`src/rtl/mul_iter.sv`:
```
// Iterative 32x32 shift-add multiplier for the EX stage: radix-2 on operand
// magnitudes with a final two's-complement sign fix, returning {HI, LO}.
module mul_iter (
  input  logic        clk,
  input  logic        rst,
  input  logic        signed_mul_i,
  input  logic [31:0] opdata1_i,
  input  logic [31:0] opdata2_i,
  input  logic        start_i,
  input  logic        annul_i,
  input  logic        i_stall,
  input  logic        d_stall,
  output logic [63:0] result_o,
  output logic        ready_o
);

  typedef enum logic [1:0] {
    FREE = 2'd0,
    ON   = 2'd1,
    FIX  = 2'd2,
    END  = 2'd3
  } state_t;

  state_t      state_q, state_d;
  logic [5:0]  cnt_q, cnt_d;
  logic [63:0] acc_q, acc_d;
  logic [63:0] mcand_q, mcand_d;
  logic [31:0] mplier_q, mplier_d;
  logic        neg_q, neg_d;
  logic [63:0] result_d;
  logic        ready_d;

  logic        stall;
  logic        accept;
  logic        operand_zero;
  logic        neg_in;
  logic [31:0] mag1;
  logic [31:0] mag2;

  // The stall is a clock enable, so every register below shares it.
  assign stall        = i_stall | d_stall;
  assign accept       = start_i & ~annul_i;
  assign operand_zero = (opdata1_i == 32'd0) || (opdata2_i == 32'd0);
  assign neg_in       = signed_mul_i & (opdata1_i[31] ^ opdata2_i[31]);
  assign mag1         = (signed_mul_i && opdata1_i[31]) ? (~opdata1_i + 32'd1) : opdata1_i;
  assign mag2         = (signed_mul_i && opdata2_i[31]) ? (~opdata2_i + 32'd1) : opdata2_i;

  always_ff @(posedge clk or posedge rst) begin
    if (rst) begin
      state_q  <= FREE;
      cnt_q    <= 6'd0;
      acc_q    <= 64'd0;
      mcand_q  <= 64'd0;
      mplier_q <= 32'd0;
      neg_q    <= 1'b0;
      result_o <= 64'd0;
      ready_o  <= 1'b0;
    end else if (!stall) begin
      state_q  <= state_d;
      cnt_q    <= cnt_d;
      acc_q    <= acc_d;
      mcand_q  <= mcand_d;
      mplier_q <= mplier_d;
      neg_q    <= neg_d;
      result_o <= result_d;
      ready_o  <= ready_d;
    end
  end

  always_comb begin
    state_d = state_q;
    case (state_q)
      FREE: begin
        if (accept) begin
          state_d = operand_zero ? END : ON;
        end
      end
      ON: begin
        if (annul_i) begin
          state_d = FREE;
        end else if (cnt_q == 6'd32) begin
          state_d = FIX;
        end
      end
      FIX: state_d = END;
      END: begin
        if (!start_i) begin
          state_d = FREE;
        end
      end
      default: state_d = FREE;
    endcase
  end

  // Result is published one edge after reaching END and held while start is high.
  always_comb begin
    ready_d  = 1'b0;
    result_d = 64'd0;
    if (state_q == END && start_i) begin
      ready_d  = 1'b1;
      result_d = acc_q;
    end
  end

  always_comb begin
    cnt_d    = cnt_q;
    acc_d    = acc_q;
    mcand_d  = mcand_q;
    mplier_d = mplier_q;
    neg_d    = neg_q;
    case (state_q)
      FREE: begin
        if (accept) begin
          acc_d = 64'd0;
          if (operand_zero) begin
            neg_d = 1'b0;
          end else begin
            neg_d    = neg_in;
            mcand_d  = {32'd0, mag1};
            mplier_d = mag2;
            cnt_d    = 6'd0;
          end
        end
      end
      ON: begin
        if (!annul_i && cnt_q != 6'd32) begin
          if (mplier_q[0]) begin
            acc_d = acc_q + mcand_q;
          end
          mcand_d  = mcand_q << 1;
          mplier_d = mplier_q >> 1;
          cnt_d    = cnt_q + 6'd1;
        end
      end
      FIX: begin
        if (neg_q) begin
          acc_d = ~acc_q + 64'd1;
        end
        cnt_d = 6'd0;
      end
      default: begin
      end
    endcase
  end

endmodule

```
`config.mk`:
```
export PLATFORM = sky130hd
export DESIGN_NAME = mul_iter
export DESIGN_NICKNAME = d
export VERILOG_FILES = /design/src/rtl/mul_iter.sv
export SDC_FILE = /design/constraint.sdc
export NUM_CORES = 1
export LEC_CHECK = 0
export CORE_ASPECT_RATIO = 1.25
export CORE_MARGIN = 1.5
export CORE_UTILIZATION = 60
export CTS_BUF_LIST = sky130_fd_sc_hd__clkbuf_8 sky130_fd_sc_hd__clkbuf_16
export DETAILED_ROUTE_END_ITERATION = 12
export DONT_BUFFER_PORTS = 1
export PLACE_DENSITY = 0.87
export SLEW_MARGIN = 40
export SYNTH_ARGS = -nofsm -noshare
export SYNTH_HDL_FRONTEND = slang
export SYNTH_SLANG_ARGS = --single-unit
export TNS_END_PERCENT = 10
```
`constraint.sdc`:
```
create_clock -name clk -period 11.3 [get_ports clk]
set_input_delay 1.695 -clock clk [delete_from_list [all_inputs] [get_ports clk]]
set_output_delay 1.695 -clock clk [all_outputs]
set_load 0.05 [all_outputs]
```
==> results.sh, run 1 <==
export IMPL_drt_iter0_drc=1227
export IMPL_hold_slack_ns=0.481
export IMPL_rows=66
export IMPL_synth_top_area_share_pct=36.6
export IMPL_syn_nets=2087
export IMPL_cp_common_cell="buf_4"
export IMPL_cp_arrival_ns=5.00
export IMPL_via_count=15100
export IMPL_critPathKind="input pin to register"
export IMPL_cts_tree="built"
export IMPL_reg2reg_depth=11
export IMPL_yosys_top_cells_count="dfrtp_1, nand2_1, o21ai_0"
export IMPL_synth_cell_types=73
export IMPL_async_flop_share_pct=100
export IMPL_cts_path_max_buffers=3
export IMPL_netlist_area_um2=16000
export IMPL_power_density_nw_per_um2=229
export IMPL_gp_congestion=0.955
export IMPL_crit_family="simple AND/OR/NAND/NOR gates"
export IMPL_area_delta_synth_final_pct=5.95
export IMPL_rsz0062_at_grt="no"
export IMPL_cpPeakStageDelay_ns=0.51
export IMPL_cp_max_fo=68
export IMPL_seq_area_frac_synth_pct=36.6
export IMPL_fin_util_pct=65.0
export IMPL_grt_antenna_before_repair=0
export IMPL_worstMarginPinSlew_ns=0.865
export IMPL_avgSynthCellArea_um2=8.24
export IMPL_power_leakage_nw=7.48
export IMPL_cts_buffers=25
export IMPL_h_tree_depth=1
export IMPL_cts_sink_count=234
export IMPL_worst_path_buf_inv=3
export IMPL_portBuffers=0
export IMPL_maxCapViolCount=0
export IMPL_grt_pass1_wl_um=73100
export IMPL_hold_start="mplier_q[20]"
export IMPL_synth_main_ff_cell="dfrtp_1"
export IMPL_ir_worst_vdd_uv=135
export IMPL_reg2reg_slack_ns=6.93
export IMPL_final_nets=2018
export IMPL_finalPower_mw=3.89
export IMPL_cp_required_ns=11.77
export IMPL_synth_edf_count=0
export IMPL_grt_pass1_vias=14600
export IMPL_slew_headroom_pct=41.6
export IMPL_status="finished, final reports clean"
export IMPL_worstPathCellList="or2_2 -> buf_4 -> a21o_1 -> a2111oi_4 -> buf_4 -> nand2_1 -> nor2_1 -> buf_4 -> and3_1 -> nand3_1 -> nand3b_1"
export IMPL_max_freq_mhz=221
export IMPL_reg2reg_from="acc_q[0]"
export IMPL_ant_nets=0
export IMPL_ctsResizeCount=0
export IMPL_drive_above_1_share_pct=4.34
export IMPL_synth_top_cell_by_area="dfrtp_1"
export IMPL_hold_path_end="mplier_q[20]"
export IMPL_initial_core_util_pct=61.3
export IMPL_worstSetupStartpointType="input pin"
export IMPL_drc_errors=0
export IMPL_slew_viol_final=0
export IMPL_setup_viol=0
export IMPL_grt_usage_pct=32.5
export IMPL_synth_most_common_cell="dfrtp_1"
export IMPL_finalSetupTns_ns=0
export IMPL_yosysWarnings=0
export IMPL_post_cts_buffers=0
export IMPL_synth_cells=1942
export IMPL_synth_seq_cells=234
export IMPL_grt_ovfl_total=0
export IMPL_diodes=0
export IMPL_routed_wl_um=45200
export IMPL_drt_pass1_iter_count=6
export IMPL_die_h_um=186
export IMPL_cts_root_buf="clkbuf_16"
export IMPL_synthTopCellsByArea="dfrtp_1, o21ai_0, ha_1"
export IMPL_vias_per_cell=6.78
export IMPL_die_x_um=149
export IMPL_hp_class="register to register"
export IMPL_hpwl_um=32000
export IMPL_hold_buffers=0
export IMPL_min_path_cells=2
export IMPL_die_area_um2=27700
export IMPL_finalCritPeriodShare_pct=40.0
export IMPL_endpoint_kind="register"
export IMPL_grt_max_degree=127
export IMPL_r2r_end="acc_q[62]"
export IMPL_ios=136
export IMPL_hold_viol=0
export IMPL_fin_crit_ns=4.52
export IMPL_fin_skew_ns=0.0110
export IMPL_routedWlPerCell_um=20.3
export IMPL_core_um2=26100
export IMPL_clkTransAtPathRegs_ns=0.06
export IMPL_clkLatencyLatePin_ns=0.54
export IMPL_critPathSlowestCell="nand2_1"
==> registers in the layout, indices dropped and copies added (netlist names) <==
| register | count |
|---|---|
| acc_q | 64 |
| cnt_q | 6 |
| mcand_q | 64 |
| mplier_q | 32 |
| neg_q | 1 |
| ready_o | 1 |
| result_o | 64 |
| state_q | 2 |
==> worst max-delay path by stage <==
stage                      start            to  slack, ns  cells past startpoint
floorplan                    rst      acc_q[0]       3.19                      1
global placement    opdata1_i[2]    mcand_q[3]       6.26                      8
detailed placement  opdata1_i[2]  mplier_q[18]       6.32                      8
CTS                     acc_q[0]     acc_q[56]       6.81                     11
global route        opdata1_i[2]   mcand_q[16]       6.61                      8
finish                   d_stall     acc_q[58]       6.78                     11
==> final cells by class <==
| class | count | area (um^2) |
|---|---|---|
| inverters | 50 | 195 |
| clock buffers | 28 | 667 |
| clock inverters | 17 | 116 |
| flip-flops and latches | 234 | 5860 |
| well taps | 340 | 425 |
| repair buffers | 17 | 139 |
| fillers | 2207 | 9140 |
| multi-input cells | 1545 | 9550 |
==> metrics by stage <==
step	cell area (um^2)	setup WS [ns]	cells
after floorplan	16000	3.19	1942
after global placement	16100	6.26	2186
after detailed placement	16200	6.32	2186
after CTS	16900	6.81	2231
after global routing	17000	6.61	2231
final	17000	6.78	2231
==> per-layer routing <==
layer | part of all wire [%] | global-route usage [%]
met1 | 40 | 40.8
met2 | 48 | 55.5
met3 | 7.4 | 4.36
met4 | 4.2 | 15.1
met5 | 0 | 0
==> logic make-up (layout without fill, tap and decap cells) <==
logic type,count (synthesis),after routing,share of synthesized area (%)
simple gates,693,693,20.8
compound gates,663,663,26.3
flops,234,234,36.6
buf+inv,163,112,4.04
xor+xnor,106,106,5.80
fa+ha+maj,74,74,5.83
mux,9,9,0.563
==> power breakdown <==
group	switching, mW	internal (mW)
Combinational	1.10	0.605
Sequential	0.346	1.04
Clock	0.348	0.446
Total	1.80	2.09
==> layout by cell type (no fill, tap or decap), types with 6 or more instances in the layout <==
master     count
nor3b_1        6
a22o_1        67
o211ai_1       8
inv_1         56
or3_1         34
mux2i_1        9
or2_2          8
and3_1        17
a211oi_1      17
a21o_1        34
ha_1          72
a32oi_1       15
o21bai_1      14
nor2b_1        7
nor3_1        52
and2_1        12
nand2b_1      12
or4_1         17
nand3b_1       6
nand2_1      224
o31ai_1       19
a221o_1        7
o221ai_1      15
o41ai_1       10
xor2_1        60
nand3_1      103
nand4_1       17
xnor2_1       46
dfrtp_1      234
o21ai_0      208
o21a_1         6
buf_4         14
a21oi_1      175
nor2_1       138
clkbuf_16     25
a31oi_1       14
nor4_1        22
==> worst min-delay path, delay by kind of cell (launching register included) <==
family / cells / cell delay [ns]
compound gates: 1 / 0.06
flops: 1 / 0.34
simple gates: 1 / 0.04
(Power assumes the default switching activity.)
==> run 2: changes to the inputs <==
CORE_UTILIZATION = 59   (was 60)
PLACE_DENSITY = 0.89   (was 0.87)
clock period = 3.7 ns   (was 11.3 ns; I/O delays follow)
==> run 2 against run 1 <==
  * Worst hold slack got worse by 0.30 ns
  * Global-route usage increased by 1.3 points
  * Sequential power increased to 2.9 times the previous value
  * Clock skew increased by 0.0071 ns
  * Design area increased by 4.4%
  * Largest cell class unchanged
  * Core utilization increased by 1.2 points
  * Critical path type is now register to register
  * Sequential cell count unchanged
  * Via count increased by 3.0%
  * Combinational power increased to 3.5 times the previous value
  * Worst setup slack got worse by 6.6 ns
==> results.sh, run 2 (synthesis gave the netlist of run 1 again) <==
export IMPL_min_path_cells=2
export IMPL_grt_pass1_wl_um=76600
export IMPL_cts_path_max_buffers=3
export IMPL_r2r_end="acc_q[22]"
export IMPL_cp_arrival_ns=3.98
export IMPL_initial_core_util_pct=59.8
export IMPL_via_count=15600
export IMPL_top_regs="acc_q (64), mcand_q (64), result_o (64)"
export IMPL_slew_viol_final=0
export IMPL_final_common_cell="dfrtp_1"
export IMPL_setup_viol=0
export IMPL_area_delta_synth_final_pct=10.7
export IMPL_gp_congestion=0.977
export IMPL_diodes=0
export IMPL_place_worst_setup_slack_ns=0.0244
export IMPL_reg2reg_depth=11
export IMPL_cts_sink_count=234
export IMPL_cts_tree="built"
export IMPL_ant_nets=0
export IMPL_cts_root_buf="clkbuf_16"
export IMPL_ir_worst_vdd_uv=507
export IMPL_status="finished, final reports clean"
export IMPL_clkLatencyLatePin_ns=0.55
export IMPL_drc_errors=0
export IMPL_place_inst=2269
export IMPL_reg2reg_from="acc_q[1]"
export IMPL_die_h_um=187
export IMPL_endpoint_kind="register"
export IMPL_grt_ovfl_total=0
export IMPL_grt_antenna_before_repair=0
export IMPL_seq_area_um2=5860
export IMPL_ios=136
export IMPL_hold_viol=0
export IMPL_worstSetupStartpointType="register"
export IMPL_fin_crit_ns=3.56
export IMPL_slew_headroom_pct=47.5
export IMPL_core_um2=26700
export IMPL_rsz0062_at_grt="yes"
export IMPL_reg2reg_slack_ns=0.14
export IMPL_hold_path_end="mplier_q[31]"
export IMPL_routedWlPerCell_um=20.6
export IMPL_vias_per_cell=6.73
export IMPL_layout_common_cells="dfrtp_1, nand2_1, o21ai_0"
export IMPL_finalNonFillerCells=2314
export IMPL_max_freq_mhz=281
export IMPL_cp_required_ns=4.12
export IMPL_routed_wl_um=47600
export IMPL_fin_skew_ns=0.0180
export IMPL_worstMarginPinSlew_ns=0.788
export IMPL_grt_max_degree=130
export IMPL_die_x_um=150
export IMPL_drive_above_1_share_pct=8.53
export IMPL_hpwl_um=34400
export IMPL_clkTransAtPathRegs_ns=0.06
export IMPL_critPathKind="register to register"
export IMPL_grt_pass1_vias=15100
export IMPL_finalPower_mw=12.6
export IMPL_hp_class="input pin to register"
export IMPL_drt_iter0_drc=1102
export IMPL_final_nets=2097
export IMPL_cts_buffers=25
export IMPL_drt_pass1_iter_count=5
export IMPL_maxCapViolCount=0
export IMPL_grt_usage_pct=33.8
export IMPL_cp_max_fo=6
export IMPL_finalCritPeriodShare_pct=96.1
export IMPL_h_tree_depth=1
export IMPL_power_density_nw_per_um2=714
export IMPL_fill_cells=2136
export IMPL_portBuffers=0
export IMPL_multi_input_area_um2=9590
export IMPL_power_leakage_nw=7.89
export IMPL_rows=67
export IMPL_hold_slack_ns=0.186
export IMPL_die_area_um2=28100
export IMPL_hold_start="opdata2_i[31]"
export IMPL_setup_slack_ns=0.144
run 2: changes by cell type in the layout (fill, tap and decap cells not counted), sizes merged:
cell         delta
dlygate4sd3     +1
inv             -6
clkinvlp        +5
buf            +78
bufinv          +2
clkinv          -2
run 2: metal layers:
layer  up-vias  global-route usage [%]  share of wire, %
li1       7189                       -                 -
met1      7390                    40.9                37
met2       806                    56.6                48
met3       187                    5.73               8.8
met4         0                    18.8               5.8
met5         -                       0                 0
run 2: how the worst max path moves through the flow:
stage / from / endpoint / slack, ns / cells past startpoint
floorplan: rst / acc_q[0] / 0.08 / 1
global placement: acc_q[0] / acc_q[62] / 0.08 / 11
detailed placement: acc_q[0] / acc_q[62] / 0.02 / 11
CTS: acc_q[1] / acc_q[22] / 0.03 / 11
global route: acc_q[0] / acc_q[56] / -0.004 / 14
finish: acc_q[1] / acc_q[22] / 0.14 / 11
run 2: final cells by class:
cell class	count	share of cell area, %
clock buffer	28	3.77
clock inverter	16	0.975
inverter	50	1.08
multi-input combinational	1545	54.2
sequential	234	33.1
tap	345	2.44
timing repair buffer	96	4.51
run 2: stage by stage:
stage,util [%],setup TNS [ns],area [um^2]
floorplan,-,0,16000
global placement,62.8,0,16800
detailed placement,62.8,0,16800
CTS,66.0,0,17700
global route,66.2,-0.00364,17700
finish,66.2,0,17700
run 2: where the power goes:
| part | total (mW) | internal (mW) | switching (mW) | leakage [nW] |
|---|---|---|---|---|
| clock | 2.60 | 1.50 | 1.09 | 0.413 |
| combinational | 5.97 | 2.22 | 3.75 | 4.32 |
| sequential | 4.07 | 3.18 | 0.888 | 3.16 |
| total | 12.6 | 6.90 | 5.73 | 7.89 |
run 2: repair_timing:
action / in CTS / in global routing
endpoints found under the hold margin: 15 / 0
hold buffers: 1 / 0
setup buffers: 0 / 0
setup endpoints to repair: 0 / 9
gates resized for setup: 0 / 11
run 2: critical path, stage by stage (launching register included):
cell and delay (ns):
dfrtp_2 0.43, inv_1 0.08, ha_2 0.21, or3b_1 0.40
nand4b_4 0.25, or3_4 0.37, or3_1 0.35, or3_1 0.36
or3_1 0.37, or3_1 0.33, a32oi_1 0.19, o21ai_0 0.09
